**src/rtl/multicycle_ctrl_pkg.sv**
```systemverilog
// Shared encodings for the multicycle RV32 controller and its datapath:
// FSM states, opcodes, ALU operation codes and datapath mux selects.
package multicycle_ctrl_pkg;

   localparam int unsigned OPCODE_W = 7;
   localparam int unsigned FUNC3_W  = 3;
   localparam int unsigned STATE_W  = 4;
   localparam int unsigned ALUCTL_W = 3;
   localparam int unsigned SEL_W    = 2;

   typedef enum logic [STATE_W-1:0] {
      S_FETCH    = 4'd0,
      S_DECODE   = 4'd1,
      S_MEMADR   = 4'd2,
      S_MEMREAD  = 4'd3,
      S_MEMWB    = 4'd4,
      S_MEMWRITE = 4'd5,
      S_EXECR    = 4'd6,
      S_EXECI    = 4'd7,
      S_ALUWB    = 4'd8,
      S_BRANCH   = 4'd9,
      S_JAL      = 4'd10,
      S_LUI      = 4'd11,
      S_ILLEGAL  = 4'd12
   } state_t;

   localparam logic [OPCODE_W-1:0] OP_LOAD   = 7'b0000011;
   localparam logic [OPCODE_W-1:0] OP_STORE  = 7'b0100011;
   localparam logic [OPCODE_W-1:0] OP_RTYPE  = 7'b0110011;
   localparam logic [OPCODE_W-1:0] OP_ITYPE  = 7'b0010011;
   localparam logic [OPCODE_W-1:0] OP_BRANCH = 7'b1100011;
   localparam logic [OPCODE_W-1:0] OP_JAL    = 7'b1101111;
   localparam logic [OPCODE_W-1:0] OP_LUI    = 7'b0110111;

   localparam logic [ALUCTL_W-1:0] ALU_ADD   = 3'b000;
   localparam logic [ALUCTL_W-1:0] ALU_SUB   = 3'b001;
   localparam logic [ALUCTL_W-1:0] ALU_AND   = 3'b010;
   localparam logic [ALUCTL_W-1:0] ALU_OR    = 3'b011;
   localparam logic [ALUCTL_W-1:0] ALU_PASSB = 3'b100;
   localparam logic [ALUCTL_W-1:0] ALU_SLT   = 3'b101;
   localparam logic [ALUCTL_W-1:0] ALU_XOR   = 3'b110;
   localparam logic [ALUCTL_W-1:0] ALU_SRL   = 3'b111;

   localparam logic [SEL_W-1:0] RES_ALUOUT    = 2'b00;
   localparam logic [SEL_W-1:0] RES_DATA      = 2'b01;
   localparam logic [SEL_W-1:0] RES_ALURESULT = 2'b10;

   localparam logic [SEL_W-1:0] SRCA_PC    = 2'b00;
   localparam logic [SEL_W-1:0] SRCA_OLDPC = 2'b01;
   localparam logic [SEL_W-1:0] SRCA_RS1   = 2'b10;

   localparam logic [SEL_W-1:0] SRCB_RS2  = 2'b00;
   localparam logic [SEL_W-1:0] SRCB_IMM  = 2'b01;
   localparam logic [SEL_W-1:0] SRCB_FOUR = 2'b10;

   // ALU operation class handed from the FSM to the ALU decoder
   typedef enum logic [1:0] {
      ALUOP_ADD   = 2'b00,
      ALUOP_SUB   = 2'b01,
      ALUOP_FUNC  = 2'b10,
      ALUOP_PASSB = 2'b11
   } aluop_t;

   typedef struct packed {
      logic             pc_write;
      logic             adr_src;
      logic             ir_write;
      logic             mem_write;
      logic             reg_write;
      logic [SEL_W-1:0] result_src;
      logic [SEL_W-1:0] alu_src_a;
      logic [SEL_W-1:0] alu_src_b;
      logic             instr_done;
   } ctrl_t;

   // State that follows DECODE for a given opcode
   function automatic state_t decode_next(input logic [OPCODE_W-1:0] op);
      state_t nxt;
      case (op)
         OP_LOAD, OP_STORE: nxt = S_MEMADR;
         OP_RTYPE:          nxt = S_EXECR;
         OP_ITYPE:          nxt = S_EXECI;
         OP_BRANCH:         nxt = S_BRANCH;
         OP_JAL:            nxt = S_JAL;
         OP_LUI:            nxt = S_LUI;
         default:           nxt = S_ILLEGAL;
      endcase
      return nxt;
   endfunction

endpackage

```
**src/rtl/multicycle_ctrl_alu_decoder.sv**
```systemverilog
// Maps ALU operation class plus func3/func7_5/opcode[5] onto the ALU control code.
module multicycle_ctrl_alu_decoder
   import multicycle_ctrl_pkg::*;
(
   input  aluop_t              alu_op,
   input  logic [FUNC3_W-1:0]  func3,
   input  logic                func7_5,
   input  logic                op5,
   output logic [ALUCTL_W-1:0] alu_control
);

   always_comb begin
      alu_control = ALU_ADD;
      case (alu_op)
         ALUOP_ADD:   alu_control = ALU_ADD;
         ALUOP_SUB:   alu_control = ALU_SUB;
         ALUOP_PASSB: alu_control = ALU_PASSB;
         ALUOP_FUNC: begin
            case (func3)
               3'b000:  alu_control = (op5 && func7_5) ? ALU_SUB : ALU_ADD;
               3'b010:  alu_control = ALU_SLT;
               3'b100:  alu_control = ALU_XOR;
               3'b101:  alu_control = ALU_SRL;
               3'b110:  alu_control = ALU_OR;
               3'b111:  alu_control = ALU_AND;
               default: alu_control = ALU_ADD;
            endcase
         end
         default:     alu_control = ALU_ADD;
      endcase
   end

endmodule

```
**src/rtl/multicycle_ctrl.sv**
```systemverilog
// Control FSM for the multicycle RV32 datapath: sequences fetch, decode,
// execute and writeback, and drives every datapath select and write enable.
module multicycle_ctrl
   import multicycle_ctrl_pkg::*;
#(
   parameter bit USE_MEM_READY = 1'b1,
   parameter bit ILLEGAL_HALT  = 1'b1
) (
   input  logic                clk,
   input  logic                rst,
   input  logic [OPCODE_W-1:0] opcode,
   input  logic [FUNC3_W-1:0]  func3,
   input  logic                func7_5,
   input  logic                zero,
   input  logic                MemReady,
   output logic                PCWrite,
   output logic                AdrSrc,
   output logic                IRWrite,
   output logic                MemWrite,
   output logic                RegWrite,
   output logic [SEL_W-1:0]    ResultSrc,
   output logic [SEL_W-1:0]    ALUSrcA,
   output logic [SEL_W-1:0]    ALUSrcB,
   output logic [ALUCTL_W-1:0] ALUControl,
   output logic                InstrDone,
   output logic                Illegal,
   output logic [STATE_W-1:0]  State
);

   state_t state;
   state_t decoded;
   logic   illegal_q;
   logic   mem_ready;
   logic   taken;
   aluop_t alu_op;
   ctrl_t  ctrl;

   assign mem_ready = USE_MEM_READY ? MemReady : 1'b1;
   assign decoded   = decode_next(opcode);
   // func3[0] distinguishes bne from beq
   assign taken     = func3[0] ? ~zero : zero;

   always_ff @(posedge clk) begin
      if (rst) begin
         state     <= S_FETCH;
         illegal_q <= 1'b0;
      end else begin
         case (state)
            S_FETCH:    if (mem_ready) state <= S_DECODE;
            S_DECODE: begin
               state <= decoded;
               if (decoded == S_ILLEGAL) illegal_q <= 1'b1;
            end
            S_MEMADR:   state <= opcode[5] ? S_MEMWRITE : S_MEMREAD;
            S_MEMREAD:  if (mem_ready) state <= S_MEMWB;
            S_MEMWB:    state <= S_FETCH;
            S_MEMWRITE: if (mem_ready) state <= S_FETCH;
            S_EXECR, S_EXECI, S_JAL, S_LUI: state <= S_ALUWB;
            S_ALUWB:    state <= S_FETCH;
            S_BRANCH:   state <= S_FETCH;
            S_ILLEGAL:  if (!ILLEGAL_HALT) state <= S_FETCH;
            default:    state <= S_FETCH;
         endcase
      end
   end

   // Moore decode of the current state; memory handshakes gate the enables
   always_comb begin
      ctrl   = '0;
      alu_op = ALUOP_ADD;
      case (state)
         S_FETCH: begin
            ctrl.adr_src    = 1'b0;
            ctrl.alu_src_a  = SRCA_PC;
            ctrl.alu_src_b  = SRCB_FOUR;
            ctrl.result_src = RES_ALURESULT;
            ctrl.ir_write   = mem_ready;
            ctrl.pc_write   = mem_ready;
         end
         S_DECODE: begin
            ctrl.alu_src_a = SRCA_OLDPC;
            ctrl.alu_src_b = SRCB_IMM;
         end
         S_MEMADR: begin
            ctrl.alu_src_a = SRCA_RS1;
            ctrl.alu_src_b = SRCB_IMM;
         end
         S_MEMREAD: ctrl.adr_src = 1'b1;
         S_MEMWB: begin
            ctrl.result_src = RES_DATA;
            ctrl.reg_write  = 1'b1;
            ctrl.instr_done = 1'b1;
         end
         S_MEMWRITE: begin
            ctrl.adr_src    = 1'b1;
            ctrl.mem_write  = 1'b1;
            ctrl.instr_done = mem_ready;
         end
         S_EXECR: begin
            ctrl.alu_src_a = SRCA_RS1;
            ctrl.alu_src_b = SRCB_RS2;
            alu_op         = ALUOP_FUNC;
         end
         S_EXECI: begin
            ctrl.alu_src_a = SRCA_RS1;
            ctrl.alu_src_b = SRCB_IMM;
            alu_op         = ALUOP_FUNC;
         end
         S_ALUWB: begin
            ctrl.result_src = RES_ALUOUT;
            ctrl.reg_write  = 1'b1;
            ctrl.instr_done = 1'b1;
         end
         S_BRANCH: begin
            ctrl.alu_src_a  = SRCA_RS1;
            ctrl.alu_src_b  = SRCB_RS2;
            ctrl.result_src = RES_ALUOUT;
            ctrl.pc_write   = taken;
            ctrl.instr_done = 1'b1;
            alu_op          = ALUOP_SUB;
         end
         S_JAL: begin
            ctrl.alu_src_a  = SRCA_OLDPC;
            ctrl.alu_src_b  = SRCB_FOUR;
            ctrl.result_src = RES_ALUOUT;
            ctrl.pc_write   = 1'b1;
         end
         S_LUI: begin
            ctrl.alu_src_b = SRCB_IMM;
            alu_op         = ALUOP_PASSB;
         end
         default: ctrl = '0;
      endcase
   end

   multicycle_ctrl_alu_decoder u_alu_decoder (
      .alu_op      (alu_op),
      .func3       (func3),
      .func7_5     (func7_5),
      .op5         (opcode[5]),
      .alu_control (ALUControl)
   );

   // Reset suppresses every architectural write in the cycle it is seen
   assign PCWrite   = ctrl.pc_write   & ~rst;
   assign IRWrite   = ctrl.ir_write   & ~rst;
   assign MemWrite  = ctrl.mem_write  & ~rst;
   assign RegWrite  = ctrl.reg_write  & ~rst;
   assign InstrDone = ctrl.instr_done & ~rst;
   assign AdrSrc    = ctrl.adr_src;
   assign ResultSrc = ctrl.result_src;
   assign ALUSrcA   = ctrl.alu_src_a;
   assign ALUSrcB   = ctrl.alu_src_b;
   assign Illegal   = illegal_q & ~rst;
   assign State     = state;

endmodule

```
**config.mk**
```make
export PLATFORM = sky130hd
export DESIGN_NAME = multicycle_ctrl
export DESIGN_NICKNAME = d
export VERILOG_FILES = /design/src/rtl/multicycle_ctrl_pkg.sv /design/src/rtl/multicycle_ctrl_alu_decoder.sv /design/src/rtl/multicycle_ctrl.sv
export SDC_FILE = /design/constraint.sdc
export NUM_CORES = 1
export LEC_CHECK = 0
export ABC_CLOCK_PERIOD_IN_PS = 1700
export CAP_MARGIN = 25
export CORE_UTILIZATION = 40
export CTS_BUF_LIST = sky130_fd_sc_hd__clkbuf_4
export DETAILED_ROUTE_END_ITERATION = 12
export PLACE_DENSITY = 0.8
export SYNTH_ARGS = -nofsm -noshare
export SYNTH_HDL_FRONTEND = slang
export SYNTH_SLANG_ARGS = --single-unit
export TNS_END_PERCENT = 10
```
**constraint.sdc**
```tcl
create_clock -name clk -period 1.7 [get_ports clk]
set_input_delay 0.34 -clock clk [delete_from_list [all_inputs] [get_ports clk]]
set_output_delay 0.34 -clock clk [all_outputs]
set_load 0.005 [all_outputs]
```
---- Word-level counts from Yosys, hierarchy flattened ----
Cells that the tools add are included.
storage, ports and cells
  register bits ........................... 5
  word-level logic and storage cells ...... 78
operators by class
  eq/ne operators ......................... 31
  multiplexer cells ....................... 20
  bitwise operators ....................... 9
  reductions and logical operators ........ 16
operators with widths
  cell                                                             count
  4-bit case mux with 7 select lines                               1
  4-bit == test, second input constant                             6
  4-bit case mux with 6 select lines                               1
  7-bit by 6-bit == test with 1-bit output, second input constant  3
  3-bit case mux with 6 select lines                               1
  4-bit by 3-bit == test with 1-bit output, second input constant  4
  7-bit == test, second input constant                             2
  3-bit == test, second input constant                             4
  4-bit 2-to-1 mux                                                 3
  2-bit case mux with 2 select lines                               3
  3-bit case mux with 4 select lines                               1
  2-bit OR reduction                                               6
  4-bit OR reduction                                               3
  4-bit by 2-bit == test with 1-bit output, second input constant  2
  7-bit by 2-bit == test with 1-bit output, second input constant  1
  7-bit by 5-bit == test with 1-bit output, second input constant  1
  1-bit bitwise AND                                                6
  1-bit 2-to-1 mux                                                 6
  2-bit != test, second input constant                             3
  2-bit case mux with 3 select lines                               1
  2-bit == test, second input constant                             2
  4-bit by 1-bit == test with 1-bit output, second input constant  1
  4-bit logical NOT                                                1
  4-bit AND reduction                                              1
  11 further kinds                                                 13

---- Depth between registers and ports, before layout ----
  depth in word-level cells ............... 5
  gate-level depth with buffers ........... 6

---- Modules after synthesis ----
A second synthesis with hierarchy kept.
second synthesis, totals
  cells, all modules ...................... 105
  area, all modules ....................... 787.0 um^2
by module, submodules not included
  module                       instances  cells an instance  area each (um^2)  sequential area each (um^2)
  multicycle_ctrl              1          95                 714.4             100.1
  multicycle_ctrl_alu_decoder  1          10                 72.6              0.0

---- Least setup slack after synthesis ----
No wires, ideal clock.
  path type ............................... reg2out
  start ................................... register state[3], in the netlist State[3]
  end ..................................... output port PCWrite
  arrival ................................. 1.135 ns
  required time ........................... 1.360 ns
  setup slack ............................. 0.225 ns
  stages on the path, launching flop included .. 5
  buffers on the path ..................... 2
  cells stage by stage .................... dfxtp_1 buf_2 buf_1 a22oi_1 nor3_1
on the way
  cells in the longest elaborated chain, start to end .. 3
RTL lines
  element                                             RTL line                text
  start, declared                                     multicycle_ctrl.sv:30   state_t state;
  start signal, assigned                              multicycle_ctrl.sv:51   state <= decoded;
  start signal, assigned                              multicycle_ctrl.sv:54   S_MEMADR: state <= opcode[5] ? S_MEMWRITE : S_MEMREAD;
  4-bit == test or 4-bit logical NOT (tied branches)  multicycle_ctrl.sv:71   case (state)
  1-bit case mux with 3 select lines *                multicycle_ctrl.sv:71
  1-bit bitwise AND *                                 multicycle_ctrl.sv:145  assign PCWrite = ctrl.pc_write & ~rst;
  end, declared                                       multicycle_ctrl.sv:16   output logic PCWrite,
Every way passes the cells marked *; elsewhere a longest branch is shown, timed or not.

---- Worst setup path in the final report ----
  start ................................... register state[0], in the netlist State[0]
  end ..................................... output port ALUSrcB[1]
on the way
  cells in the longest elaborated chain, start to end .. 3
RTL lines
  element                                                                    RTL line               text
  4-bit by 3-bit == test with 1-bit output, or another cell as far along     multicycle_ctrl.sv:71
  4-bit OR reduction (no source line) or 2-bit OR reduction (tied branches)  -
  2-bit case mux with 2 select lines *                                       multicycle_ctrl.sv:71
  end, declared                                                              multicycle_ctrl.sv:23  output logic [SEL_W-1:0] ALUSrcB,
Marked as above.

==> results.cfg <==
[pwr]
leakage_nw = 0.672
power.share.sequential_pct = 13.1
peakVddDrop_mv = 0.739
p_total_mw = 1.76
p_sw_share_pct = 42.6
switchingPower_mw = 0.747
power_frac_comb_pct = 76.6
clockPowerShare_pct = 10.4
p_int_mw = 1.01
p_per_area_nw_per_um2 = 1190

[critical_path]
end_kind = output port
ff2ff_setup_slack_ns = -0.12
worstSetupStartpointType = flip-flop
crit_required_ns = 1.36
cp-startpoint = State[0]$_SDFFE_PP0P_
r2r_start = State[3]$_SDFFE_PP0P_
reg2reg_to = State[2]$_SDFFE_PP0P_
critical-path-top-delay-family = flip-flops
r2r_cells = 6
crit_buf_inv = 2
slowest_stage = dfxtp_4
crit_chain = buf_6, or3_1, a21oi_2, clkdlybuf4s15_2
cp_max_fo = 5
worstPathArrival_ns = 1.51
crit_type = flip-flop to output port
cp_slowest_stage_delay_ns = 0.37

[finish]
drive_gt1_share_pct = 37.8
diodes = 0
area_delta_synth_final_pct = 85.2
layout.nets = 188
fillCellCount = 126
final_util_pct = 81.8

[cts]
cts_made_buffers = 3
cts_max_path_buffers = 2
cts_root_buf = clkbuf_4
clk_pin_slew_ns = 0.06
cts_sinks = 5
htreeDepth = 1
insertion_delay_ns = 0.28
cts_tree = done

[run]
maxCapViolations = 0

[sta]
grt_setup_unrepaired = yes
period_minus_slack_ns = 1.85
setup_tns_ns = -0.656
setup_viol = 9
worstMarginPinSlew_ns = 0.406
max_freq_ghz = 0.541
worst_clock_skew_ns = 0.0118
hold_slack_ns = 0.466
relSlewSlack_pct = 73.0
final-hold-violation-count = 0
slew_viol_final = 0
fin_ws_ns = -0.147
finalCritPeriodShare_pct = 109

[routing]
num_vias = 1184
wl_per_cell_um = 17.0
drtIter0Drc = 46
vias_per_cell = 6.01
remaining_drc_errors = 0
wl_um = 3350
antenna_left = 0
drtPass1Iterations = 4

[global_routing]
grt_pass1_vias = 1153
grt_max_degree = 16
antenna_found_initial = 0
grt_use_total_pct = 32.1
grt-ovfl-total = 0
grt_pass1_wl_um = 4840

[status]
status = complete, but fails checks
violations = setup timing

[logic_synthesis]
synthesis.area_um2 = 796
ys_seq_elements = 5
synthArstFlopShare_pct = 0
ys_seq_area_share_pct = 12.6
ys_types = 49
ys.flop_type = dfxtp_1
synth_warnings = 0
synth_top_cell_by_area = dfxtp_1
synth_edf_count = 0
synth_top_area_share_pct = 12.6
synth_area_leaders = dfxtp_1 (13%), a21oi_1 (4.4%), nor3_1 (4.4%)
syn_inst = 110
avgSynthCellArea_um2 = 7.23
syn_nets = 125

[hold_path]
min_to = illegal_q$_SDFFE_PP0P_
hold_path.class = flip-flop to flip-flop
hold_path_depth = 2
hp-start = illegal_q$_SDFFE_PP0P_

[placement]
numPortBuffers = 34
dp_slack_ns = -0.496
hpwlAfterDp_um = 1980
gp_congestion = 0.819

[die]
die-area_um2 = 2170
rows = 15
die_h_um = 46.6
ios = 35
core-area_um2 = 1800
start_util_pct = 44.2
fp.dieW_um = 46.6
logic make-up (layout without fill, tap and decap cells):
family	count (synthesis)	after routing	share of synthesized area (%)
AND/OR/NAND/NOR	56	56	44.2
AO/OA/AOI/OAI	30	30	24.7
multiplexers	2	2	2.52
buffers and inverters	14	76	12.7
flip-flops	5	5	12.6
XOR/XNOR	3	3	3.30
tightest hold or removal path: cells and delay by family, from the launching register on:
kind | cells | cell delay [ns]
flip-flops | 1 | 0.29
buffers and inverters | 1 | 0.06
AO/OA/AOI/OAI | 1 | 0.06
cells in the mapped netlist (4+ instances only):
| cell | instances |
|---|---|
| nor3_1 | 7 |
| nor2_1 | 8 |
| nor3b_1 | 4 |
| inv_1 | 5 |
| a21oi_1 | 7 |
| nor2b_1 | 5 |
| nand2_1 | 4 |
| dfxtp_1 | 5 |
routing by layer:
metal	share of wire [%]	global-route usage [%]	up-vias
li1	-	-	546
met1	40	32.5	578
met2	53	60.8	50
met3	4.5	9.02	10
met4	2.2	11.2	0
met5	0	0	-
layout make-up:
| class | instances | area [µm²] | area share, % |
|---|---|---|---|
| clock buffers | 4 | 30.0 | 2.04 |
| inverters | 5 | 18.8 | 1.27 |
| multi-input cells | 91 | 676 | 45.8 |
| flip-flops and latches | 5 | 113 | 7.64 |
| well taps | 25 | 31.3 | 2.12 |
| repair buffers | 67 | 606 | 41.1 |
through the flow:
| stage | cells | instance area [µm²] |
|---|---|---|
| after floorplan | 110 | 796 |
| after global placement | 188 | 1290 |
| after detailed placement | 188 | 1290 |
| after CTS | 196 | 1430 |
| after global routing | 197 | 1470 |
| final | 197 | 1470 |
what timing repair did:
action	in CTS	in global routing
pin swaps	5	5
hold buffers	0	0
setup endpoints to repair	21	20
gates resized for setup	56	24
setup buffers	4	1
endpoints found under the hold margin	0	0
how the worst max path moves through the flow:
| stage | cells past startpoint | slack [ns] | end |
|---|---|---|---|
| 2_1_floorplan | 4 | 0.23 | PCWrite |
| 3_3_place_gp | 6 | -0.45 | PCWrite |
| 3_5_place_dp | 6 | -0.50 | PCWrite |
| 4_1_cts | 5 | -0.27 | ALUSrcB[0] |
| 5_1_grt | 6 | -0.25 | PCWrite |
| 6_report | 4 | -0.15 | ALUSrcB[1] |
sequential cells by signal (all words and copies together), names as in the netlist:
signal     flops
State          4
illegal_q      1
power by group through the flow:
stage | Combinational (mW) | Sequential [mW] | Clock (mW)
2_1_floorplan | 0.624 | 0.193 | 0
3_3_place_gp | 1.18 | 0.195 | 0
3_5_place_dp | 1.20 | 0.195 | 0
4_1_cts | 1.23 | 0.208 | 0.157
5_1_grt | 1.42 | 0.235 | 0.185
6_report | 1.34 | 0.229 | 0.182
placed cells by master, fill, tap and decap left out, drive strengths merged, types with 3 or more instances in the layout:
cell type	n
buf	35
dlygate4sd2	11
clkdlybuf4s50	9
nor2	8
nor3	8
a21oi	7
o21ai	6
clkbuf	6
clkdlybuf4s15	6
inv	5
dfxtp	5
nor2b	5
nand2	4
dlymetal6s2s	4
nor3b	4
nand2b	4
nor4	3
xnor2	3
or3	3
(Power assumes the default switching activity.)
